`config.mk`:
```
export PLATFORM = sky130hd
export DESIGN_NAME = conv2_window_sched
export DESIGN_NICKNAME = d
export VERILOG_FILES = /design/src/rtl/conv_pkg.sv /design/src/rtl/conv2_idx_counter.sv /design/src/rtl/conv2_window_sched.sv
export SDC_FILE = /design/constraint.sdc
export NUM_CORES = 1
export LEC_CHECK = 0
export CORE_MARGIN = 2
export CORE_UTILIZATION = 59
export CTS_BUF_LIST = sky130_fd_sc_hd__clkbuf_4
export DETAILED_ROUTE_END_ITERATION = 8
export MAX_ROUTING_LAYER = met4
export PLACE_DENSITY = 0.91
export SYNTH_ARGS = -nofsm -noshare
export SYNTH_HDL_FRONTEND = slang
export SYNTH_SLANG_ARGS = --single-unit
```
`constraint.sdc`:
```
create_clock -name clock -period 6.08 [get_ports clock]
set_input_delay 1.216 -clock clock [delete_from_list [all_inputs] [get_ports clock]]
set_output_delay 1.216 -clock clock [all_outputs]
set_load 0.02 [all_outputs]
```
`src/rtl/conv_pkg.sv`:
```
// rtl/conv_pkg.sv - shared state encoding and width helpers for the convolution sequencer
package conv_pkg;

    typedef enum logic [2:0] {
        ST_IDLE,
        ST_RUN,
        ST_DRAIN,
        ST_WRITE,
        ST_DONE
    } state_t;

    // Degenerate sizes still need a one-bit port.
    function automatic int clog2_min1(input int n);
        return (n > 1) ? $clog2(n) : 1;
    endfunction

    function automatic int addr_w(input int size);
        return clog2_min1(size * size);
    endfunction

    function automatic int kaddr_w(input int ker);
        return clog2_min1(ker * ker);
    endfunction

    function automatic int idx_w(input int size);
        return clog2_min1(size);
    endfunction

endpackage

```
`src/rtl/conv2_idx_counter.sv`:
```
// rtl/conv2_idx_counter.sv - two-level wrapping index counter with look-ahead next values
module conv2_idx_counter #(
    parameter int W         = 2,
    parameter int INNER_MAX = 2,
    parameter int OUTER_MAX = 2
) (
    input  logic         clock,
    input  logic         reset,
    input  logic         clr,
    input  logic         inc,
    output logic [W-1:0] inner,
    output logic [W-1:0] outer,
    output logic [W-1:0] inner_nxt,
    output logic [W-1:0] outer_nxt,
    output logic         wrap
);

    localparam logic [W-1:0] IMAX = W'(INNER_MAX);
    localparam logic [W-1:0] OMAX = W'(OUTER_MAX);

    // Set on the terminal count, i.e. the next inc returns both levels to zero.
    assign wrap = (inner == IMAX) && (outer == OMAX);

    always_comb begin
        inner_nxt = inner;
        outer_nxt = outer;
        if (clr) begin
            inner_nxt = '0;
            outer_nxt = '0;
        end else if (inc) begin
            if (inner == IMAX) begin
                inner_nxt = '0;
                outer_nxt = (outer == OMAX) ? '0 : outer + 1'b1;
            end else begin
                inner_nxt = inner + 1'b1;
            end
        end
    end

    always_ff @(posedge clock) begin
        if (reset) begin
            inner <= '0;
            outer <= '0;
        end else begin
            inner <= inner_nxt;
            outer <= outer_nxt;
        end
    end

endmodule

```
`src/rtl/conv2_window_sched.sv`:
```
// rtl/conv2_window_sched.sv - output/tap walker driving buffer reads and MAC control for 2-D valid convolution
module conv2_window_sched
    import conv_pkg::*;
#(
    parameter  int SIZE      = 320,
    parameter  int SIZEKer   = 3,
    parameter  int WIDTH_BIT = 16,
    localparam int ADDR_W    = addr_w(SIZE),
    localparam int KADDR_W   = kaddr_w(SIZEKer),
    localparam int IDX_W     = idx_w(SIZE)
) (
    input  logic               clock,
    input  logic               reset,
    input  logic               start,
    output logic               busy,
    output logic               done,
    output logic               rd_en,
    output logic [ADDR_W-1:0]  img_addr,
    output logic [KADDR_W-1:0] ker_addr,
    output logic               mac_clr,
    output logic               mac_en,
    output logic               mac_last,
    output logic               out_valid,
    input  logic               out_ready,
    output logic [IDX_W-1:0]   out_row,
    output logic [IDX_W-1:0]   out_col
);

    localparam int OUT_N = SIZE - SIZEKer + 1;

    if (SIZEKer < 1 || SIZEKer > SIZE || WIDTH_BIT < 1) begin : g_bad_params
        $error("conv2_window_sched: unsupported SIZE/SIZEKer/WIDTH_BIT combination");
    end

    state_t state, state_n;

    logic             tap_inc, out_inc, cnt_clr;
    logic             tap_wrap, out_wrap, tap_first;
    logic [IDX_W-1:0] ki, kj, ki_n, kj_n;
    logic [IDX_W-1:0] r, c, r_n, c_n;

    logic [ADDR_W-1:0]  img_addr_n;
    logic [KADDR_W-1:0] ker_addr_n;

    conv2_idx_counter #(
        .W         (IDX_W),
        .INNER_MAX (SIZEKer - 1),
        .OUTER_MAX (SIZEKer - 1)
    ) u_tap_cnt (
        .clock     (clock),
        .reset     (reset),
        .clr       (cnt_clr),
        .inc       (tap_inc),
        .inner     (kj),
        .outer     (ki),
        .inner_nxt (kj_n),
        .outer_nxt (ki_n),
        .wrap      (tap_wrap)
    );

    conv2_idx_counter #(
        .W         (IDX_W),
        .INNER_MAX (OUT_N - 1),
        .OUTER_MAX (OUT_N - 1)
    ) u_out_cnt (
        .clock     (clock),
        .reset     (reset),
        .clr       (cnt_clr),
        .inc       (out_inc),
        .inner     (c),
        .outer     (r),
        .inner_nxt (c_n),
        .outer_nxt (r_n),
        .wrap      (out_wrap)
    );

    assign tap_first = (ki == '0) && (kj == '0);

    always_comb begin
        state_n = state;
        tap_inc = 1'b0;
        out_inc = 1'b0;
        cnt_clr = 1'b0;
        case (state)
            ST_IDLE, ST_DONE: begin
                if (start) begin
                    state_n = ST_RUN;
                    cnt_clr = 1'b1;
                end
            end
            ST_RUN: begin
                tap_inc = 1'b1;
                if (tap_wrap) begin
                    state_n = ST_DRAIN;
                end
            end
            ST_DRAIN: begin
                state_n = ST_WRITE;
            end
            ST_WRITE: begin
                if (out_ready) begin
                    out_inc = 1'b1;
                    state_n = out_wrap ? ST_DONE : ST_RUN;
                end
            end
            default: begin
                state_n = ST_IDLE;
            end
        endcase
    end

    assign rd_en     = (state == ST_RUN);
    assign out_valid = (state == ST_WRITE);
    assign busy      = (state == ST_RUN) || (state == ST_DRAIN) || (state == ST_WRITE);
    assign done      = (state == ST_DONE);
    assign out_row   = r;
    assign out_col   = c;

    // Addresses are built from the counters' next values so the registered
    // copy lines up with the tap being read; idle cycles simply hold.
    always_comb begin
        img_addr_n = (ADDR_W'(r_n) + ADDR_W'(ki_n)) * ADDR_W'(SIZE)
                   + ADDR_W'(c_n) + ADDR_W'(kj_n);
        ker_addr_n = KADDR_W'(ki_n) * KADDR_W'(SIZEKer) + KADDR_W'(kj_n);
    end

    always_ff @(posedge clock) begin
        if (reset) begin
            state    <= ST_IDLE;
            img_addr <= '0;
            ker_addr <= '0;
            mac_en   <= 1'b0;
            mac_clr  <= 1'b0;
            mac_last <= 1'b0;
        end else begin
            state    <= state_n;
            img_addr <= img_addr_n;
            ker_addr <= ker_addr_n;
            // Buffer data arrives one cycle after rd_en.
            mac_en   <= rd_en;
            mac_clr  <= rd_en && tap_first;
            mac_last <= rd_en && tap_wrap;
        end
    end

endmodule

```
==> results.cfg, run 1 <==
[run_status]
run_status = finished, final reports clean

[global_route]
grt_pass1_vias = 4026
grt_met3_usage_pct = 3.02
grtUsageMet1_pct = 32.1
grt_max_degree = 52
grt_usage_pct = 27.7
grt.busiest_layer = met2
grt_pass1_wl_microns = 18000
globalRouteOverflowTotal = 0
global_route.usage.met2_pct = 47.7
grt_antenna_before_repair = 0

[worst_setup_path]
cp_top_family = simple AND/OR/NAND/NOR gates
category_of_the_critical_setup_timing_path = input pin to register
ff2ff_setup_slack_ns = 0.59
crit_path_max_fanout = 3
crit_buf_inv = 3
critical_path.cell_chain = clkdlybuf4s50_1 > nand4b_1 > nor2_2 > and2_1 > nand2b_1 > nor2_1 > a21oi_1 > nor2_2 > ha_1 > a21o_1 > a21oi_1 > buf_4 > xnor2_1 > ha_1 > ha_1 > inv_1 > fa_1 > nor2b_1 > o21ai_0 > xnor2_1 > nand3_2 > a2111oi_4 > xnor3_1 > nor2_1
worstPathRequired_ns = 6.44
cp_common_cell = sky130_fd_sc_hd__ha_1
critPathLaunchType = input pin
timing.critical_path.slowest_cell_delay_ns = 0.50
critical_path.endpoint_type = register
slowest_stage = sky130_fd_sc_hd__clkdlybuf4s50_1
worstPathArrival_ns = 6.25

[timing]
number_of_failing_setup_endpoints_in_the_final_timing_report = 0
tns_ns = 0
worstMarginPinSlew_ns = 0.947
hold_viol = 0
final.period_utilization_pct = 96.9
final.min_clock_period_ns = 5.89
fmaxAchievable_mhz = 170
timing.final.max_slew_violations = 0
worst_clock_skew_ns = 0.0144
timing.max_slew.rel_slack_pct = 36.9

[synth]
synth-adder-area-share_pct = 18.7
post_synthesis_compound_gate_area_fraction_pct = 11.1
synthArstFlopShare_pct = 0
ys_seq_elements = 63
post_synthesis_mux_area_share_pct = 0.515
post_synth_inst_count = 526
synth_simple_gate_area_share_pct = 26.7
ys_types = 59
synth_warnings = 0
synth_top_family_by_area = simple AND/OR/NAND/NOR gates
syn_area_per_cell_sq_um = 8.32
mappedNetlistNets = 590
ys_dominant_reg_cell = sky130_fd_sc_hd__dfxtp_1
netlist_area_sq_mm = 0.00438
post_synth_edffs = 0
seq_area_frac_synth_pct = 28.8
synth-xor-area-share_pct = 9.32

[cells_and_area]
num-fill-cells = 542
diodes = 0
final_cell_mix = 95 x sky130_fd_sc_hd__nor2_1, 63 x sky130_fd_sc_hd__dfxtp_1, 51 x sky130_fd_sc_hd__ha_1
fin_util_pct = 71.6
final_cell_area_sq_mm = 0.00517
post_route_cells_drive_above_1_share_pct = 8.67
syn2layout_area_growth_pct = 18.1
layout.cells.most_common = sky130_fd_sc_hd__nor2_1
nNetsFinal = 648

[flow_run]
cap_violations = 0

[clock_network]
htree_num_levels = 3
cts.sinks = 63
clk_latency_ns = 0.43
cts_root_buffer = sky130_fd_sc_hd__clkbuf_4
cts.path.max_buffers = 2
numCtsBuffers = 9
cts_tree = yes
cts.reportedPaths.clkPinSlew_ns = 0.10

[drt]
wl_per_cell_microns = 15.6
per_cell_via_count_in_the_routed_design = 5.73
final_antenna_net_count = 0
drt_first_pass_iters = 5
drcViolationCount = 0
via_count = 3939
first_iter_violations = 415
routed_wirelength_microns = 10700

[floorplan]
fp.dieW_microns = 90.1
core_area_sq_mm = 0.00721
design.die.area_sq_mm = 0.00812
placementRows = 31
die-height_microns = 90.1
initial_core_util_pct = 60.6
io_pins = 50

[power]
powerDensity_mw_per_mm2 = 190
seq_power_share_pct = 45.5
p_int_w = 0.000667
part_of_the_power_in_combinational_logic_pct = 21.9
cellLeakagePower_nw = 2.24
power.clock.fraction_pct = 32.6
p_switching_w = 0.000313
sw_frac_of_total_pct = 31.9
peakVddDrop_v = 0.0000995

[worst_hold_path]
worst_hold_path_type = register to register

[place]
placement.cell_area_sq_mm = 0.00497
port_buffers = 49
gp_congestion = 0.982
hpwlAfterDp_microns = 7800
## area by class of cell
type / count / area [sq um] / share of cell area [%]
well taps: 99 / 124 / 2.40
repair buffers: 61 / 576 / 11.1
inverters: 31 / 116 / 2.25
clock inverters: 6 / 76.3 / 1.48
multi-input cells: 418 / 2950 / 57.0
flip-flops and latches: 63 / 1260 / 24.4
clock buffers: 9 / 67.6 / 1.31
## cell families (layout without fill, tap and decap cells)
group | after synthesis | in the layout
fa+ha+maj | 60 | 60
mux | 2 | 2
buf+inv | 45 | 107
xor+xnor | 45 | 45
compound gates | 75 | 75
flops | 63 | 63
simple gates | 236 | 236
## worst paths after layout
kind,startpoint,to,cells after the start
hold / removal,u_tap_cnt.outer[8],u_tap_cnt.outer[8],2
setup reg to reg,u_tap_cnt.outer[4],img_addr[16],22
hold reg to reg,u_tap_cnt.outer[8],u_tap_cnt.outer[8],2
setup / recovery,out_ready,img_addr[16],24
## worst min-delay path: cells and delay by family (launching register included)
family / cells / cell delay (ns)
flops: 1 / 0.36
simple gates: 1 / 0.10
xor+xnor: 1 / 0.10
## synthesized netlist by cell type, types with 2 or more instances
cell	number	area (sq um)
sky130_fd_sc_hd__nor2_1	97	364
sky130_fd_sc_hd__dfxtp_1	63	1260
sky130_fd_sc_hd__ha_1	51	638
sky130_fd_sc_hd__nand2_1	34	128
sky130_fd_sc_hd__inv_1	30	113
sky130_fd_sc_hd__a21oi_1	26	130
sky130_fd_sc_hd__xnor2_1	23	201
sky130_fd_sc_hd__xor2_1	21	184
sky130_fd_sc_hd__nor3_1	20	100
sky130_fd_sc_hd__nand3_1	18	90.1
sky130_fd_sc_hd__o21ai_0	16	80.1
sky130_fd_sc_hd__nor2b_1	13	81.3
sky130_fd_sc_hd__fa_1	9	180
sky130_fd_sc_hd__clkbuf_1	8	30.0
sky130_fd_sc_hd__a21o_1	7	52.6
sky130_fd_sc_hd__nand2b_1	7	43.8
sky130_fd_sc_hd__nand4_1	7	43.8
sky130_fd_sc_hd__or2_2	7	43.8
sky130_fd_sc_hd__nor3b_1	6	45.0
sky130_fd_sc_hd__or3_1	4	25.0
sky130_fd_sc_hd__and2_1	3	18.8
sky130_fd_sc_hd__and3_1	3	18.8
sky130_fd_sc_hd__nand3b_1	3	22.5
sky130_fd_sc_hd__nand4b_1	3	26.3
sky130_fd_sc_hd__o211ai_1	3	22.5
sky130_fd_sc_hd__o21bai_1	3	22.5
sky130_fd_sc_hd__a211oi_1	2	15.0
sky130_fd_sc_hd__and4_1	2	17.5
sky130_fd_sc_hd__buf_1	2	7.51
sky130_fd_sc_hd__buf_6	2	22.5
sky130_fd_sc_hd__mux2_2	2	22.5
sky130_fd_sc_hd__nor4_1	2	12.5
sky130_fd_sc_hd__o21a_1	2	15.0
sky130_fd_sc_hd__o31a_1	2	17.5
## power groups by stage
| stage | clock [W] | combinational (W) | sequential [W] |
|---|---|---|---|
| 2_1_floorplan | 0 | 0.000129 | 0.000465 |
| 3_3_place_gp | 0 | 0.000203 | 0.000454 |
| 6_report | 0.000320 | 0.000215 | 0.000446 |
| 3_5_place_dp | 0 | 0.000210 | 0.000456 |
| 4_1_cts | 0.000318 | 0.000212 | 0.000446 |
| 5_1_grt | 0.000341 | 0.000234 | 0.000450 |
## stage by stage
stage          setup WS [ns]  power, W  instances  hold WS (ns)
3_5_place_dp          -0.241  0.000666        671         0.562
5_1_grt               -0.191   0.00103        687         0.641
3_3_place_gp          0.0211  0.000657        671         0.551
4_1_cts               0.0458  0.000975        686         0.587
6_report               0.191  0.000980        687         0.593
2_1_floorplan          0.442  0.000593        526         0.510
## layer usage
metal  vias to the layer above  share of wire, %
met5                         -                 0
met4                         0               3.0
met3                        38               4.7
met2                       145                50
met1                      1844                42
li1                       1912                 -
## registers in the layout, indices dropped and copies added (netlist names)
signal           flops
img_addr            17
u_out_cnt.inner      9
u_out_cnt.outer      9
u_tap_cnt.inner      9
u_tap_cnt.outer      9
ker_addr             4
state                3
mac_clr              1
mac_en               1
mac_last             1
## timing repair
| item | CTS | global route |
|---|---|---|
| setup endpoints to repair | 0 | 1 |
| setup buffers | 0 | 1 |
| hold buffers | 0 | 0 |
| gates resized for setup | 0 | 11 |
Power figures use the tool's default switching activity.
==> inputs of run 2 (changes only) <==
Settings changed: SLEW_MARGIN set to 20.
==> results of run 2 <==
No change in the layout: final DEF, timing and power equal those of run 1.
==> variant: new RTL, config.mk and constraints of run 1 <==
The 5 states of `state_t` get a one-hot encoding in 5 bits.
--- a/src/rtl/conv_pkg.sv
+++ b/src/rtl/conv_pkg.sv
@@ -3,8 +3,8 @@
 
-    typedef enum logic [2:0] {
-        ST_IDLE,
-        ST_RUN,
-        ST_DRAIN,
-        ST_WRITE,
-        ST_DONE
+    typedef enum logic [4:0] {
+        ST_IDLE  = 5'b00001,
+        ST_RUN   = 5'b00010,
+        ST_DRAIN = 5'b00100,
+        ST_WRITE = 5'b01000,
+        ST_DONE  = 5'b10000
     } state_t;
Check against the original RTL: same outputs for any inputs over 10 cycles, from zero or initial values and one cycle with reset high; not proved beyond that.
==> variant against run 1 <==
- worst setup slack improved by 96 ps
- count of clock-buffer cells in the layout rose by 1
- global-route usage fell by 0.55 points
- area after synthesis rose by 0.97%
- largest cell class unchanged
- routed wire length barely moved
- clock skew rose by 1.4 ps
- design area rose by 1.1%
- sequential cell count rose by 2
- critical endpoint unchanged
- critical path depth fell by 3
Power is not compared: it rests on default switching activity, and its combinational part moved more than twofold at a synthesized area within 25%.
==> variant: results (changes against run 1) <==
Primary FF master, synth dfxtp_1 (unchanged); via count 4016 (was 3939); Max Clock Skew 15.8 ps (was 14.4 ps); CTS root buffer clkbuf_4 (unchanged); WL/cell 15.5 microns (was 15.6 microns); top post-synthesis cells by area dfxtp_1 (29%), ha_1 (14%), nor2_1 (7.1%) (was dfxtp_1 (29%), ha_1 (15%), nor2_1 (8.3%)); Place WS -165 ps (was -241 ps); # diodes 0 (unchanged); port buffer count 49 (unchanged); R2R setup slack 380 ps (was 590 ps); ys async rst share 0 (unchanged); GRT Total Usage 0.272 (was 0.277); worst hold start u_tap_cnt.inner[8] (was u_tap_cnt.outer[8]); DRT Wirelength 10700 microns (about the same); type of the worst setup path input port to flop (unchanged); routability cong. 0.978 (was 0.982); Post-CTS Setup Repair Bufs 0 (unchanged); Yosys Warn Count 0 (unchanged); clock-pin slew on the worst setup and hold paths 110 ps; Reg2Reg Depth 19 (was 22); H-tree depth 3 (unchanged); worst r2r src state[2] (was u_tap_cnt.outer[4]); Pre-antenna DRT Iters 5 (unchanged); initial antenna violation count 0 (unchanged); post-synthesis sequential area ratio 0.295 (was 0.288); detailed placement HPWL 8060 microns (was 7800 microns); largest net degree at the start of global routing 29 (was 52); Synth top cells by count nor2_1 (84), dfxtp_1 (65), ha_1 (51) (was nor2_1 (97), dfxtp_1 (63), ha_1 (51)); worst-path maximum fanout 4 (was 3); worst skew pair latency 430 ps (about the same); average size of a mapped cell 8.32 sq um (about the same); Placement Cell Area 0.00505 sq mm (was 0.00497 sq mm); maximum vdd drop 0.127 mV; total CTS buffers 9 (unchanged); ratio of cells with drive above 1 in the final layout 0.0811 (was 0.0867); status finished clean (unchanged); cts repair resizes 0 (unchanged); detailed router's first-iteration violation count 260 (was 415); Worst EP arrival 6070 ps (was 6250 ps); Nets 651 (was 648); vias in the first global route 3921 (was 4026); Distinct cells, synth 59 (unchanged); hold crit path type flop to flop (unchanged); fmax 173 MHz (was 170 MHz); crit path from out_ready (unchanged); Biggest register img_addr (unchanged); Largest register FFs 17 (unchanged); first-pass GRT wire length 17700 microns (was 18000 microns); CTS max path bufs 2 (unchanged); placed insts 675 (was 671); Worst slew margin 0.344 (was 0.369); P_leak 2.29 nW; reg2reg end img_addr[16] (unchanged); Synthesized Nets 595 (was 590)
==> variant: layer usage <==
| metal | GRT usage | routed length, microns | vias up | share of wire |
|---|---|---|---|---|
| met3 | 0.0618 | 758 | 28 | 0.071 |
| met4 | 0.101 | 225 | 0 | 0.021 |
| met2 | 0.459 | 5270 | 173 | 0.49 |
| li1 | - | - | 1935 | - |
| met1 | 0.315 | 4450 | 1880 | 0.42 |
| met5 | - | 0 | - | 0 |
==> variant: final cells by class <==
class                      instances  area (sq um)
clock inverter                     6          58.8
clock buffer                      10          75.1
multi-input combinational        416          2960
sequential                        65          1300
tap                               99           124
timing repair buffer              60           573
fill                             554          2030
inverter                          35           133
==> variant: kinds of logic after synthesis <==
logic type / synth area share
simple gates: 0.269
flops: 0.295
compound gates: 0.0847
fa+ha+maj: 0.185
xor+xnor: 0.116
buf+inv: 0.0453
mux: 0.00481
==> variant: worst max-delay path: stages <==
cell,delay (ps)
clkdlybuf4s50_1,520
and3_2,240
nand2_1,70
or3_1,370
a21oi_2,190
ha_1,180
inv_1,50
fa_1,400
nor2b_1,130
o21ai_0,110
nor2b_1,160
xnor2_1,220
ha_1,290
ha_1,320
a21oi_1,230
o211ai_1,130
or4_1,420
o21ai_0,140
xor2_1,230
xnor3_1,320
nor2b_1,130
==> variant: report_power, final <==
part / total, mW / switching, mW / internal [mW]
Sequential: 0.431 / 0.00324 / 0.428
Combinational: 0.0414 / 0.0282 / 0.0132
Clock: 0.292 / 0.164 / 0.128
==> variant: worst min path at each step <==
stage,endpoint,depth (start not counted),slack (ps)
after CTS,u_tap_cnt.inner[8],2,580
after global placement,state[3],2,550
after floorplan,state[3],2,530
after global routing,u_out_cnt.outer[7],2,640
after detailed placement,u_tap_cnt.inner[8],2,560
final,u_tap_cnt.inner[8],2,590
